<file path="config.mk">
export PLATFORM = sky130hd
export DESIGN_NAME = bram_dp_rr_arbiter
export DESIGN_NICKNAME = d
export VERILOG_FILES = /design/src/rtl/bram_dp_rr_arbiter.sv
export SDC_FILE = /design/constraint.sdc
export NUM_CORES = 1
export LEC_CHECK = 0
export CAP_MARGIN = 20
export CELL_PAD_IN_SITES_DETAIL_PLACEMENT = 1
export CELL_PAD_IN_SITES_GLOBAL_PLACEMENT = 2
export CORE_ASPECT_RATIO = 1.2
export CORE_UTILIZATION = 32
export CTS_CLUSTER_SIZE = 16
export DETAILED_ROUTE_END_ITERATION = 16
export PLACE_DENSITY_LB_ADDON = 0.1
export SYNTH_ARGS = -nofsm -noshare
export SYNTH_HDL_FRONTEND = slang
export SYNTH_SLANG_ARGS = --single-unit
</file>
<file path="constraint.sdc">
create_clock -name CLK -period 14.6 [get_ports CLK]
set_input_delay 2.19 -clock CLK [delete_from_list [all_inputs] [get_ports CLK]]
set_output_delay 2.19 -clock CLK [all_outputs]
set_load 0.05 [all_outputs]
</file>
<file path="src/rtl/bram_dp_rr_arbiter.sv">
// Round-robin arbiter sharing a dual-port BRAM among NREQ requesters.
// Grants up to two hazard-free requests per cycle and routes read data back.
module bram_dp_rr_arbiter #(
    parameter int NREQ   = 4,
    parameter int AW     = 12,
    parameter int DW     = 4,
    parameter int RD_LAT = 1
) (
    input  logic              CLK,
    input  logic              RST,
    input  logic [NREQ-1:0]   req_valid,
    output logic [NREQ-1:0]   req_ready,
    input  logic [NREQ-1:0]   req_we,
    input  logic [NREQ*AW-1:0] req_addr,
    input  logic [NREQ*DW-1:0] req_wdata,
    output logic [NREQ-1:0]   rsp_valid,
    output logic [NREQ*DW-1:0] rsp_rdata,
    output logic [AW-1:0]     A0,
    output logic [AW-1:0]     A1,
    output logic [DW-1:0]     D0,
    output logic [DW-1:0]     D1,
    output logic              WE0,
    output logic              WE1,
    output logic              CE0,
    output logic              CE1,
    input  logic [DW-1:0]     Q0,
    input  logic [DW-1:0]     Q1
);
    localparam int IW = $clog2(NREQ);
    localparam int L  = RD_LAT - 1;
    localparam logic [IW:0] NR = (IW+1)'(NREQ);

    logic [IW-1:0] r_ptr;
    logic [RD_LAT-1:0] r_v0, r_v1;
    logic [RD_LAT-1:0][IW-1:0] r_id0, r_id1;

    logic [AW-1:0] w_addr  [NREQ];
    logic [DW-1:0] w_wdata [NREQ];
    logic          w_g0_v, w_g1_v;
    logic [IW-1:0] w_g0, w_g1, w_last, w_nxt;
    logic [IW:0]   w_inc;

    always_comb begin
        for (int i = 0; i < NREQ; i++) begin
            w_addr[i]  = req_addr[i*AW +: AW];
            w_wdata[i] = req_wdata[i*DW +: DW];
        end
    end

    // Scan from r_ptr; port 1 skips requesters that collide with port 0
    always_comb begin : grant
        logic [IW:0]   v_sum;
        logic [IW-1:0] v_idx;
        w_g0_v = 1'b0;
        w_g1_v = 1'b0;
        w_g0   = '0;
        w_g1   = '0;
        v_sum  = '0;
        v_idx  = '0;
        if (!RST) begin
            for (int k = 0; k < NREQ; k++) begin
                v_sum = {1'b0, r_ptr} + (IW+1)'(k);
                if (v_sum >= NR) v_sum = v_sum - NR;
                v_idx = v_sum[IW-1:0];
                if (req_valid[v_idx]) begin
                    if (!w_g0_v) begin
                        w_g0_v = 1'b1;
                        w_g0   = v_idx;
                    end else if (!w_g1_v &&
                                 !((w_addr[v_idx] == w_addr[w_g0]) &&
                                   (req_we[v_idx] || req_we[w_g0]))) begin
                        w_g1_v = 1'b1;
                        w_g1   = v_idx;
                    end
                end
            end
        end
    end

    assign w_last = w_g1_v ? w_g1 : w_g0;
    assign w_inc  = {1'b0, w_last} + (IW+1)'(1);
    assign w_nxt  = (w_inc == NR) ? '0 : w_inc[IW-1:0];

    assign CE0 = w_g0_v;
    assign WE0 = w_g0_v & req_we[w_g0];
    assign A0  = w_g0_v ? w_addr[w_g0]  : '0;
    assign D0  = w_g0_v ? w_wdata[w_g0] : '0;
    assign CE1 = w_g1_v;
    assign WE1 = w_g1_v & req_we[w_g1];
    assign A1  = w_g1_v ? w_addr[w_g1]  : '0;
    assign D1  = w_g1_v ? w_wdata[w_g1] : '0;

    always_comb begin
        for (int i = 0; i < NREQ; i++) begin
            req_ready[i] = (w_g0_v && (w_g0 == IW'(i))) ||
                           (w_g1_v && (w_g1 == IW'(i)));
        end
    end

    always_ff @(posedge CLK or posedge RST) begin
        if (RST) begin
            r_ptr <= '0;
            r_v0  <= '0;
            r_v1  <= '0;
            r_id0 <= '0;
            r_id1 <= '0;
        end else begin
            if (w_g0_v) r_ptr <= w_nxt;
            for (int j = RD_LAT - 1; j > 0; j--) begin
                r_v0[j]  <= r_v0[j-1];
                r_v1[j]  <= r_v1[j-1];
                r_id0[j] <= r_id0[j-1];
                r_id1[j] <= r_id1[j-1];
            end
            r_v0[0]  <= w_g0_v & ~req_we[w_g0];
            r_v1[0]  <= w_g1_v & ~req_we[w_g1];
            r_id0[0] <= w_g0;
            r_id1[0] <= w_g1;
        end
    end

    // Response routing: the two ports never carry the same requester at once
    always_comb begin
        for (int i = 0; i < NREQ; i++) begin
            rsp_valid[i] = 1'b0;
            rsp_rdata[i*DW +: DW] = '0;
            if (r_v0[L] && (r_id0[L] == IW'(i))) begin
                rsp_valid[i] = 1'b1;
                rsp_rdata[i*DW +: DW] = Q0;
            end else if (r_v1[L] && (r_id1[L] == IW'(i))) begin
                rsp_valid[i] = 1'b1;
                rsp_rdata[i*DW +: DW] = Q1;
            end
        end
    end
endmodule

</file>
==> results of run 1 <==
## state kept, by name (all words and copies together) (netlist names)
register,count
r_id0,2
r_v1,1
r_v0,1
r_ptr,2
r_id1,2
## worst paths after layout
check,depth (start not counted),startpoint,to,slack (ns)
worst max-delay path,19,req_valid[2],req_ready[3],3.02
worst min register to register,2,r_ptr[1],r_ptr[1],1.44
min in group asynchronous,2,RST,r_ptr[1],2.58
worst min-delay path,2,r_ptr[1],r_ptr[1],1.44
max in group asynchronous,2,RST,r_ptr[1],11.69
worst max register to register,17,r_ptr[1],r_ptr[0],8.10
## tightest hold or removal path, stage by stage (launching register included)
cell and delay (ns):
dfrtp_4 0.70, buf_4 0.40, a32o_1 0.28
## layout by cell type (no fill, tap or decap), types with 14 or more instances in the layout
master	count
a21oi_1	34
and2_1	20
and3_1	14
clkdlybuf4s50_1	141
inv_1	18
mux2_2	19
mux2i_1	84
mux4_2	43
nand2_1	64
nor2_1	32
o21ai_0	21
o22ai_1	25
o31ai_1	16
xnor2_1	15
xor2_1	15
## kinds of logic (layout without fill, tap and decap cells)
kind of cell             after synthesis  count (layout)  synth area share, %
AO/OA/AOI/OAI                        197             197                 26.2
adder cells (fa/ha/maj)                1               1                0.229
AND/OR/NAND/NOR                      201             201                 19.3
XOR/XNOR                              30              30                 4.81
buffers and inverters                 82             174                 7.40
flip-flops                             8               8                 3.66
multiplexers                         151             151                 38.5
## per-stage QoR
step                      hold slack, ns  power [mW]  std cells  worst slack (ns)
after CTS                           1.45        1.35        971              2.68
after detailed placement            1.45        1.30        967              2.72
after floorplan                     1.21       0.976        670              4.86
after global placement              1.42        1.28        966              2.85
after global routing                1.49        1.44        974              2.66
final                               1.44        1.36        974              3.02
## cell type report
class / instances / area, µm²
clock buffer: 4 / 78.8
multi-input combinational: 580 / 4880
sequential: 8 / 205
inverter: 20 / 75.1
tap: 212 / 265
timing repair buffer: 150 / 1520
fill: 1951 / 9440
## routing by layer
metal,GRT usage [%],routed length [µm]
met4,7.04,627
met5,0,0
met3,2.08,987
met2,47.7,12000
met1,33.7,10300
## where the power goes
group / total [mW] / leakage [nW] / internal (mW) / switching [mW]
clock: 0.0480 / 0.0382 / 0.0365 / 0.0115
combinational: 1.25 / 2.36 / 0.499 / 0.753
sequential: 0.0643 / 0.101 / 0.0304 / 0.0340
total: 1.36 / 2.50 / 0.566 / 0.798
==> results.sh, run 1 <==
export IMPL_rsz0062_at_grt="no"
export IMPL_hp_class="register to register"
export IMPL_synth_nets=753
export IMPL_grt_pass1_wl_um=37000
export IMPL_fin_util_pct=42.7
export IMPL_placed_area_um2=6890
export IMPL_slew_viol_final=0
export IMPL_arrival_ns=9.39
export IMPL_synth_top_area_share_pct=17.7
export IMPL_drt_iter0_markers=450
export IMPL_syn_cell_area_um2=5460
export IMPL_post_cts_resized=0
export IMPL_io_buffers=141
export IMPL_die_y_um=145
export IMPL_start_kind="input port"
export IMPL_start_util_pct=33.2
export IMPL_grt_pass1_vias=6385
export IMPL_htree_levels=1
export IMPL_ys_flop_type="dfrtp_1"
export IMPL_num_rows=51
export IMPL_yosysTopAreaCell="mux4_2"
export IMPL_async_reset_ff_share_pct=100
export IMPL_area_growth_pct=28.5
export IMPL_grt_max_degree=57
export IMPL_cts_sinks=8
export IMPL_num_vias=6240
export IMPL_setup_viol_count_final=0
export IMPL_core_um2=16500
export IMPL_yosysMostFrequentCell="mux2i_1"
export IMPL_cts_root_buf="clkbuf_16"
export IMPL_slowest_stage="clkdlybuf4s50_1"
export IMPL_die_w_um=121
export IMPL_fin_area_um2=7020
export IMPL_cts_tree="yes"
export IMPL_path_max_fanout=22
export IMPL_vias_per_cell=6.41
export IMPL_leakagePower_nw=2.50
export IMPL_fin_skew_ns=0.00356
export IMPL_ys_seq_area_share_pct=3.66
export IMPL_path_cells="clkdlybuf4s50_1, nand2b_1, a21o_1, o21ai_0, ha_1, nor2b_1, mux2i_2, nor3_2, nor2_1, buf_6, mux4_2, xor2_1, nor4_1, a41oi_2, a311o_2, nand2_2, inv_2, a22o_1, clkdlybuf4s50_1"
export IMPL_grtUsageTotal_pct=26.6
export IMPL_peakVddDrop_v=0.0000923
export IMPL_cp_end_kind="output port"
export IMPL_synth_cell_types=88
export IMPL_maxCapViolCount=0
export IMPL_cpLargestDelayFamily="simple AND/OR/NAND/NOR gates"
export IMPL_cp_num_buf_inv=4
export IMPL_postSynthCellCount=670
export IMPL_final_antenna_net_count=0
export IMPL_cts_setup_buffers=0
export IMPL_drc=0
export IMPL_cts_buffers=3
export IMPL_dpl_hpwl_um=17600
export IMPL_place_gp_congestion=0.881
export IMPL_wl_per_cell_um=24.6
export IMPL_outcome="complete, no violations"
export IMPL_antenna_diode_count=0
export IMPL_hold_violations=0
export IMPL_synth_edf_count=0
export IMPL_required_ns=12.41
export IMPL_wl_um=23900
export IMPL_synth_commonest_cells="84 x mux2i_1, 64 x nand2_1, 43 x mux4_2"
export IMPL_ys_ff_latch=8
export IMPL_fmax_mhz=86.4
export IMPL_antenna_found_initial=0
export IMPL_worstSkewPairLatency_ns=0.23
export IMPL_grt_overflow=0
export IMPL_path_class="input port to output port"
export IMPL_avgSynthCellArea_um2=8.15
export IMPL_cpMostUsedCell="clkdlybuf4s50_1"
export IMPL_finalCritPeriodShare_pct=79.3
export IMPL_clockBufferDepth=2
export IMPL_drive_gt1_share_pct=14.8
export IMPL_synth_warnings=0
export IMPL_drt_first_pass_iters=5
export IMPL_tns_ns=0
export IMPL_critPathMaxStageDelay_ns=0.76
export IMPL_max_slew_margin_pct=34.6
export IMPL_num_io_pins=142
export IMPL_min_period_ns=11.58
export IMPL_nNetsFinal=846
export IMPL_dieArea_um2=17600
export IMPL_clk_pin_slew_ns=0.04
export IMPL_cts_hold_buffers=0
export IMPL_cellPowerDensity_nw_per_um2=194
export IMPL_ys_top_cells_by_area="mux4_2 18%, mux2i_1 15%, nand2_1 4.4%"
export IMPL_worst_pin_slew_ns=0.980
Power figures use the tool's default switching activity.
==> run 2: changes to the inputs <==
- CORE_UTILIZATION: 32 -> 29
- clock period: 14.6 -> 11.62 ns (I/O delays scaled with it)
==> results.sh, run 2 (synthesis gave the netlist of run 1 again) <==
export IMPL_post_cts_resized=0
export IMPL_worstHoldStart="r_ptr[1]"
export IMPL_dpl_hpwl_um=18300
export IMPL_hp_class="register to register"
export IMPL_dr_wl_met2_um=12600
export IMPL_rsz0062_at_grt="no"
export IMPL_area_growth_pct=30.0
export IMPL_nNetsFinal=851
export IMPL_path_max_fanout=22
export IMPL_pre_cts_slack_ns=1.71
export IMPL_routed_top_layer="met4"
export IMPL_fin_util_pct=38.8
export IMPL_layout_commonest_cell="clkdlybuf4s50_1"
export IMPL_arrival_ns=8.15
export IMPL_grt_overflow=0
export IMPL_clockBufferDepth=2
export IMPL_fmax_mhz=101
export IMPL_cp_num_buf_inv=6
export IMPL_final_antenna_net_count=0
export IMPL_power_frac_seq_pct=5.1
export IMPL_fill_cells=2196
export IMPL_cts_root_buf="clkbuf_16"
export IMPL_multi_input_area_um2=4880
export IMPL_peakVddDrop_v=0.000128
export IMPL_most_common_layout_cells="141 x clkdlybuf4s50_1, 84 x mux2i_1, 64 x nand2_1, 43 x mux4_2, 34 x a21oi_1"
export IMPL_num_rows=54
export IMPL_maxCapViolCount=0
export IMPL_htree_levels=1
export IMPL_dieArea_um2=19400
export IMPL_wl_um=24200
export IMPL_grt_pass1_vias=6480
export IMPL_slowest_stage="clkdlybuf4s50_1"
export IMPL_num_vias=6153
export IMPL_cts_setup_buffers=0
export IMPL_path_class="input port to output port"
export IMPL_antenna_found_initial=0
export IMPL_power_clock_fraction_pct=3.5
export IMPL_reg2reg_slack_ns=5.49
export IMPL_cellPowerDensity_nw_per_um2=242
export IMPL_drc=0
export IMPL_path_cells="clkdlybuf4s50_1, buf_4, nand2b_1, a21o_1, buf_4, o21ai_0, ha_1, nor2b_1, mux2i_2, nand2_2, mux2_2, a2111oi_0, buf_4, nor4_1, o2111ai_1, o21ai_2, nand4_2, a21oi_4, buf_12, mux2_2, a32o_2, clkdlybuf4s50_1"
export IMPL_required_ns=9.88
export IMPL_die_w_um=127
export IMPL_p_int_mw=0.712
export IMPL_outcome="complete, no violations"
export IMPL_holdWs_ns=1.46
export IMPL_fin_skew_ns=0.00494
export IMPL_io_buffers=141
export IMPL_critPathMaxStageDelay_ns=0.71
export IMPL_grtUsageTotal_pct=24.7
export IMPL_cpMostUsedCell="buf_4"
export IMPL_setup_viol_count_final=0
export IMPL_reg2reg_from="r_ptr[1]"
export IMPL_clk_pin_slew_ns=0.04
export IMPL_min_period_ns=9.89
export IMPL_grt_pass1_wl_um=37800
export IMPL_tns_ns=0
export IMPL_place_gp_congestion=0.866
export IMPL_hold_end="r_ptr[1]"
export IMPL_top_regs="r_id0 x2, r_id1 x2, r_ptr x2"
export IMPL_cp_end_kind="output port"
export IMPL_drive_gt1_share_pct=15.4
export IMPL_seqCellArea_um2=205
export IMPL_cts_buffers=3
export IMPL_cts_hold_buffers=0
export IMPL_leakagePower_nw=2.53
export IMPL_drt_first_pass_iters=5
export IMPL_die_y_um=152
export IMPL_dr_wl_met3_um=909
export IMPL_cts_sinks=8
export IMPL_p_switching_mw=1.01
export IMPL_num_io_pins=142
export IMPL_start_util_pct=29.8
export IMPL_wl_met1_um=10000
export IMPL_slew_viol_final=0
export IMPL_whs_path_depth=2
export IMPL_core_um2=18300
export IMPL_switching_share_pct=58.5
export IMPL_setup_ws_ns=1.73
export IMPL_grt_max_degree=60
export IMPL_vias_per_cell=6.04
export IMPL_hold_violations=0
export IMPL_cts_tree="yes"
export IMPL_power_frac_comb_pct=91.5
export IMPL_r2r_end="r_v1"
export IMPL_max_slew_margin_pct=41.2
export IMPL_cpLargestDelayFamily="buffers and inverters"
export IMPL_antenna_diode_count=0
export IMPL_worst_pin_slew_ns=0.881
export IMPL_wl_per_cell_um=23.7
export IMPL_finalCritPeriodShare_pct=85.1
export IMPL_worstSkewPairLatency_ns=0.23
export IMPL_start_kind="input port"
export IMPL_drt_iter0_markers=338
export IMPL_reg2reg_depth=18
## run 2: cell types whose count changed in the layout (fill, tap and decap cells not counted)
cell      previous run  this run
buf_2                0         1
buf_4                5        11
buf_6                1         0
clkbuf_4             1         0
## run 2: worst max path at each step
| stage | from | to | slack, ns | depth (start not counted) |
|---|---|---|---|---|
| global placement | req_valid[2] | WE1 | 1.83 | 20 |
| finish | req_valid[2] | WE1 | 1.73 | 22 |
| CTS | req_valid[3] | WE1 | 1.69 | 20 |
| floorplan | req_valid[3] | A1[10] | 2.78 | 22 |
| global route | req_valid[3] | WE1 | 1.43 | 22 |
| detailed placement | req_valid[2] | WE1 | 1.71 | 20 |
## run 2: power by group through the flow
stage	registers (mW)	logic, mW	clock network [mW]
after global placement	0.0846	1.54	0
after floorplan	0.0437	1.18	0
after CTS	0.0862	1.58	0.0606
after global routing	0.0921	1.67	0.0614
after detailed placement	0.0869	1.57	0
final	0.0872	1.57	0.0593
## run 2: final cells by class
cell class / count / area share (%)
clock buffer: 4 / 1.11
inverter: 20 / 1.06
sequential: 8 / 2.89
timing repair buffer: 155 / 21.8
tap: 252 / 4.44
multi-input combinational: 580 / 68.7
## run 2: worst min-delay path, delay by kind of cell (launching register included)
| family | cells | cell delay (ns) |
|---|---|---|
| buf+inv | 1 | 0.41 |
| compound gates | 1 | 0.31 |
| flops | 1 | 0.69 |
## run 2: metal layers
| layer | global-route usage, % | vias to the layer above |
|---|---|---|
| met4 | 7.26 | 0 |
| met3 | 1.90 | 44 |
| met5 | 0 | - |
| met1 | 30.0 | 3109 |
| met2 | 45.9 | 179 |
| li1 | - | 2821 |
## run 2: per-stage QoR
stage | area [µm²] | power [mW] | std cells
after global placement | 6990 | 1.63 | 1013
final | 7100 | 1.72 | 1019
after floorplan | 5460 | 1.23 | 670
after CTS | 7100 | 1.72 | 1018
after detailed placement | 7020 | 1.66 | 1014
after global routing | 7100 | 1.82 | 1019
